File: config.mk
export PLATFORM = sky130hd
export DESIGN_NAME = tape_ram_writer
export DESIGN_NICKNAME = d
export VERILOG_FILES = /design/src/rtl/tape_ram_writer.sv
export SDC_FILE = /design/constraint.sdc
export NUM_CORES = 1
export LEC_CHECK = 0
export ABC_AREA = 1
export BUFFER_PORTS_ARGS = -buffer_cell sky130_fd_sc_hd__clkbuf_2
export CORE_UTILIZATION = 35
export DETAILED_ROUTE_END_ITERATION = 7
export SLEW_MARGIN = 40
export SYNTH_ARGS = -nofsm -noshare
export SYNTH_HDL_FRONTEND = slang
export SYNTH_SLANG_ARGS = --single-unit
File: constraint.sdc
create_clock -name clk -period 3.7 [get_ports clk]
set_input_delay 0.185 -clock clk [delete_from_list [all_inputs] [get_ports clk]]
set_output_delay 0.185 -clock clk [all_outputs]
set_load 0.005 [all_outputs]
File: src/rtl/tape_ram_writer.sv
// Tape loader to RAM write bridge: captures loader strobes into a FIFO and issues them
// into CPU-idle RAM cycles. Optional running checksum enabled by TAPE_WR_CHECKSUM_EN.
module tape_ram_writer #(
    parameter int unsigned FIFO_DEPTH = 8,
    parameter int unsigned MAX_STALL  = 4
) (
    input  logic        clk,
    input  logic        reset,
    input  logic [15:0] tape_addr,
    input  logic        tape_wr,
    input  logic [7:0]  tape_dout,
    input  logic        tape_complete,
    input  logic        cpu_mreq,
    output logic [15:0] ram_addr,
    output logic [7:0]  ram_din,
    output logic        ram_we,
    output logic        cpu_wait,
    output logic        busy,
    output logic        load_done,
    output logic        overflow,
    output logic [7:0]  checksum
);

    localparam int unsigned AW = (FIFO_DEPTH > 1) ? $clog2(FIFO_DEPTH) : 1;
    localparam int unsigned CW = AW + 1;
    localparam int unsigned SW = (MAX_STALL > 0) ? $clog2(MAX_STALL + 1) : 1;
    localparam int unsigned EW = 24;

    typedef enum logic [1:0] {IDLE, ISSUE, STALL, DONE} state_t;

    state_t          state_q, state_d;
    logic [EW-1:0]   mem_q [FIFO_DEPTH];
    logic [EW-1:0]   mem_d [FIFO_DEPTH];
    logic [AW-1:0]   wr_ptr_q, wr_ptr_d, rd_ptr_q, rd_ptr_d;
    logic [CW-1:0]   count_q, count_d;
    logic [SW-1:0]   stall_cnt_q, stall_cnt_d;
    logic            pending_q, pending_d;
    logic            prev_wr_q, prev_wr_d;
    logic [15:0]     last_addr_q, last_addr_d;
    logic            prev_complete_q, prev_complete_d;
    logic [15:0]     ram_addr_q, ram_addr_d;
    logic [7:0]      ram_din_q, ram_din_d;
    logic            ram_we_q, ram_we_d;
    logic            cpu_wait_q, cpu_wait_d;
    logic            busy_q, busy_d;
    logic            load_done_q, load_done_d;
    logic            overflow_q, overflow_d;
    logic [7:0]      checksum_q, checksum_d;

    logic            wr_event, comp_rise, comp_fall, fifo_empty, fifo_full;
    logic            push, pop, drop;
    logic [EW-1:0]   head;

    // Capture, FIFO bookkeeping, issue FSM and status outputs.
    always_comb begin
        state_d         = state_q;
        mem_d           = mem_q;
        wr_ptr_d        = wr_ptr_q;
        rd_ptr_d        = rd_ptr_q;
        count_d         = count_q;
        stall_cnt_d     = stall_cnt_q;
        pending_d       = pending_q;
        prev_wr_d       = tape_wr;
        last_addr_d     = last_addr_q;
        prev_complete_d = tape_complete;
        ram_addr_d      = ram_addr_q;
        ram_din_d       = ram_din_q;
        checksum_d      = checksum_q;

        wr_event   = tape_wr && (!prev_wr_q || (tape_addr != last_addr_q));
        comp_rise  = tape_complete && !prev_complete_q;
        comp_fall  = !tape_complete && prev_complete_q;
        fifo_empty = (count_q == '0);
        fifo_full  = (count_q == CW'(FIFO_DEPTH));
        head       = mem_q[rd_ptr_q];

        case (state_q)
            IDLE: begin
                if (!fifo_empty) begin
                    if (!cpu_mreq) begin
                        state_d = ISSUE;
                    end else if (stall_cnt_q >= SW'(MAX_STALL - 1)) begin
                        state_d = STALL;
                    end
                end else if (pending_q) begin
                    state_d = DONE;
                end
            end
            ISSUE:   state_d = IDLE;
            STALL:   state_d = ISSUE;
            DONE:    state_d = IDLE;
            default: state_d = IDLE;
        endcase

        // The head is popped on the edge that enters ISSUE, so it lands on the RAM bus then.
        pop  = (state_d == ISSUE);
        push = wr_event && (!fifo_full || pop);
        drop = wr_event && fifo_full && !pop;

        if (wr_event) begin
            last_addr_d = tape_addr;
        end
        if (push) begin
            mem_d[wr_ptr_q] = {tape_addr, tape_dout};
            wr_ptr_d        = wr_ptr_q + AW'(1);
        end
        if (pop) begin
            ram_addr_d = head[23:8];
            ram_din_d  = head[7:0];
            rd_ptr_d   = rd_ptr_q + AW'(1);
        end
        count_d = count_q + CW'(push) - CW'(pop);

        if (!cpu_mreq || fifo_empty) begin
            stall_cnt_d = '0;
        end else if (stall_cnt_q != SW'(MAX_STALL)) begin
            stall_cnt_d = stall_cnt_q + SW'(1);
        end

        if (comp_fall) begin
            pending_d = 1'b0;
        end else if (comp_rise) begin
            pending_d = 1'b1;
        end else if (state_q == DONE) begin
            pending_d = 1'b0;
        end

        ram_we_d    = pop;
        cpu_wait_d  = (state_d == STALL) || (state_q == STALL);
        busy_d      = (count_d != '0) || (state_d == ISSUE) || (state_d == STALL);
        load_done_d = (state_d == DONE);
        overflow_d  = (overflow_q && !comp_fall) || drop;

`ifdef TAPE_WR_CHECKSUM_EN
        if (comp_fall) begin
            checksum_d = 8'h00;
        end else if (ram_we_q) begin
            checksum_d = checksum_q + ram_din_q;
        end
`else
        checksum_d = 8'h00;
`endif
    end

    always_ff @(posedge clk) begin
        if (reset) begin
            state_q         <= IDLE;
            wr_ptr_q        <= '0;
            rd_ptr_q        <= '0;
            count_q         <= '0;
            stall_cnt_q     <= '0;
            pending_q       <= 1'b0;
            prev_wr_q       <= 1'b0;
            last_addr_q     <= '0;
            prev_complete_q <= 1'b0;
            ram_addr_q      <= '0;
            ram_din_q       <= '0;
            ram_we_q        <= 1'b0;
            cpu_wait_q      <= 1'b0;
            busy_q          <= 1'b0;
            load_done_q     <= 1'b0;
            overflow_q      <= 1'b0;
            checksum_q      <= '0;
        end else begin
            state_q         <= state_d;
            wr_ptr_q        <= wr_ptr_d;
            rd_ptr_q        <= rd_ptr_d;
            count_q         <= count_d;
            stall_cnt_q     <= stall_cnt_d;
            pending_q       <= pending_d;
            prev_wr_q       <= prev_wr_d;
            last_addr_q     <= last_addr_d;
            prev_complete_q <= prev_complete_d;
            ram_addr_q      <= ram_addr_d;
            ram_din_q       <= ram_din_d;
            ram_we_q        <= ram_we_d;
            cpu_wait_q      <= cpu_wait_d;
            busy_q          <= busy_d;
            load_done_q     <= load_done_d;
            overflow_q      <= overflow_d;
            checksum_q      <= checksum_d;
        end
    end

    // Storage carries no reset; the pointers alone define what is valid.
    always_ff @(posedge clk) begin
        mem_q <= mem_d;
    end

    assign ram_addr  = ram_addr_q;
    assign ram_din   = ram_din_q;
    assign ram_we    = ram_we_q;
    assign cpu_wait  = cpu_wait_q;
    assign busy      = busy_q;
    assign load_done = load_done_q;
    assign overflow  = overflow_q;
    assign checksum  = checksum_q;

endmodule

==> results.toml <==
[critical_path]
crit_top_cell = "nand2_1"
crit_path_max_incr_delay_ps = 520
cp-start-kind = "input pin"
r2r_start = "last_addr_q[7]$_SDFFE_PP0P_"
required_ps = 4120
crit_fanout = 26
reg2regPathDepth = 16
cpMaxStageDelayCell = "dlygate4sd3_1"
path_cells = "dlygate4sd3_1 > clkbuf_2 > inv_1 > nand2_1 > nand2_1 > nor2_1 > nand3_1 > nor2_1 > nand2_1 > nand2_2 > nand2_1 > nand2_1 > ha_1 > fa_1 > nor3_1 > nand3_1 > o21ai_0 > inv_1"
rrSetupSlack_ps = 750
timing.rr.end = "busy$_SDFF_PP0_"
worstSetupPathType = "in -> reg"
cp_data_arrival_time_ps = 3490
worstSetupEndpointType = "flop"

[logic_synthesis]
synth_warnings = 0
synth_seq_cells = 255
syn_inst = 910
async_reset_ff_share_pct = 0
synth_area_leader_cell = "edfxtp_1"
syn_area_um2 = 10100
synth_cell_types = 33
yosysTopAreaCellShare_pct = 56.9
postSynthAreaPerCell_um2 = 11.1
synth_ff_type = "edfxtp_1"
ys_seq_area_share_pct = 69.4
yosysMostFrequentCell = "edfxtp_1"
synth-edff-count = 192
synth_common_cells = "edfxtp_1 (192), nor2_1 (145), o21ai_0 (136)"
synth.area.top_cells = "edfxtp_1 (57%), dfxtp_1 (12%), o21ai_0 (6.7%), nor2_1 (5.4%), nand2_1 (4.6%)"

[global_route]
grt_pass1_wl_um = 36700
grt-ovfl-total = 0
grt_pass1_vias = 6589
grtUsageTotal_pct = 16.2
grt_max_degree = 74
antenna_found_initial = 2

[run]
cap_violations = 0

[layout]
fillers = 2632
syn_to_final_growth_pct = 17.8
fin_area_um2 = 11900
fin_cells = 1386
drive_above_1_share_pct = 14.1
nets = 1026

[die]
die-width_um = 172
start_util_pct = 36.0
fp.dieH_um = 172
die_area_um2 = 29600
core_um2 = 28200
num_rows = 61
ioPinCount = 66

[sta]
skew_ps = 11.9
timing.fmax_mhz = 326
finalHoldViolCount = 0
timing.final.crit_share_pct = 83.0
slew_headroom_pct = 46.8
period_needed_ps = 3070
worstMarginPinSlew_ps = 797
setup_violations = 0
rsz0062_at_grt = "false"
whs_ps = 16.4
setup_tns_ps = 0
finalMaxSlewViolations = 0

[worst_hold_path]
min_path_type = "in -> reg"
holdPathStages = 1
min_to = "mem_q[178]$_DFFE_PP_"
hold_start = "tape_addr[2]"

[detailed_routing]
vias = 6740
antenna_left = 0
drt-initial-drc-count = 554
drc = 0
wl_per_cell_um = 16.7
drt_pass1_iterations = 5
viasPerCell = 4.86
drt_wl_total_um = 23100

[cts]
clk_path_buf_depth = 3
numCtsBuffers = 27
h-tree-depth = 1
clk_pin_slew_ps = 60
cts_tree = "done"
insertion_delay_ps = 520
post-cts-setup-buffers = 0
cts.sinks = 255
cts-root-buf = "clkbuf_16"

[placed_design]
dp_cells = 1314
dp_hpwl_um = 12800
port_buffers = 57
globalplace.congestion = 0.766
placed_area_um2 = 10800

[pwr]
ir_drop_mv = 0.397
p_total_mw = 8.06
p_per_area_nw_per_um2 = 676
power.leakage_nw = 4.38

[status]
outcome = "finished clean"
-- cell families (layout without fill, tap and decap cells) --
group	Yosys count	in the layout	share of synthesized area, %
AOI/OAI and AO/OA	235	235	12.4
xor gates and xnor gates	8	8	0.692
adders and majority gates	11	11	1.43
buffers and inverters	102	191	4.32
DFF	255	255	69.4
other	1	10	0.0370
and+or+nand+nor	298	298	11.7
-- cell usage in the layout, fill, tap and decap left out, types with 2 or more instances in the layout --
master	instances
clkinv_2	5
nand2_1	123
edfxtp_1	192
xor2_1	5
ha_1	10
clkbuf_16	27
dlygate4sd3_1	21
clkbuf_2	57
a21oi_1	41
a31oi_1	24
xnor2_1	3
nor2_2	9
nor2_1	141
nand4_1	2
buf_4	17
dfxtp_2	2
nand2_2	3
o22ai_1	24
diode_2	2
clkbuf_8	7
buf_12	2
conb_1	8
nor3_1	2
nand2_4	2
inv_2	5
nand3_1	14
o21ai_1	6
o21ai_0	136
dfxtp_1	61
clkbuf_1	6
inv_1	40
bufinv_16	2
-- layer usage --
metal | global-route usage, % | up-vias | wire [um]
met5 | 0 | - | 0
met4 | 4.42 | 0 | 345
met3 | 2.52 | 25 | 1330
met2 | 26.8 | 160 | 10700
met1 | 22.0 | 3231 | 10700
li1 | - | 3324 | -
-- critical path: cells and delay by family --
family                   cells  cell delay (ps)
AND/OR/NAND/NOR             11             1680
buffers and inverters        4              850
adder cells (fa/ha/maj)      2              620
AO/OA/AOI/OAI                1              140
-- report_power, final --
part,total [mW],internal [mW],switching [mW]
clock network,2.66,1.62,1.05
logic,1.92,0.616,1.30
registers,3.48,3.36,0.121
-- registers in the layout (all words and copies together), names as in the netlist --
name	cells
prev_wr_q	1
prev_complete_q	1
last_addr_q	16
ram_addr	16
state_q	2
wr_ptr_q	3
overflow	1
count_q	4
rd_ptr_q	3
ram_we	1
load_done	1
mem_q	192
cpu_wait	1
ram_din	8
stall_cnt_q	3
pending_q	1
busy	1
-- timing repair --
| item | in CTS | in global routing |
|---|---|---|
| setup endpoints to repair | 0 | 0 |
| hold buffers | 21 | 0 |
| endpoints found under the hold margin | 146 | 0 |
| resized for setup | 0 | 0 |
-- cell type report --
cell class / count / area, um2 / area share (%)
flip-flops and latches: 255 / 7030 / 58.9
multi-input cells: 560 / 2700 / 22.6
clock buffers: 40 / 795 / 6.66
repair buffers: 97 / 663 / 5.56
well taps: 378 / 473 / 3.96
inverters: 45 / 169 / 1.42
clock inverters: 9 / 97.6 / 0.818
diodes: 2 / 5.00 / 0.0419
-- metrics by stage --
| step | util (%) | setup slack (ps) |
|---|---|---|
| floorplan | - | 905 |
| global placement | 38.4 | 773 |
| detailed placement | 38.4 | 698 |
| CTS | 42.4 | 700 |
| global route | 42.4 | 268 |
| finish | 42.4 | 629 |
-- worst max path at each step --
stage	slack, ps	depth (start not counted)	end	startpoint
floorplan	910	11	mem_q[0]$_DFFE_PP_	stall_cnt_q[0]$_SDFFE_PP0P_
global placement	770	17	busy$_SDFF_PP0_	tape_addr[5]
detailed placement	700	17	busy$_SDFF_PP0_	tape_addr[5]
CTS	700	18	busy$_SDFF_PP0_	tape_addr[5]
global route	270	18	busy$_SDFF_PP0_	tape_addr[5]
finish	630	18	busy$_SDFF_PP0_	tape_addr[5]
Power figures use the tool's default switching activity.
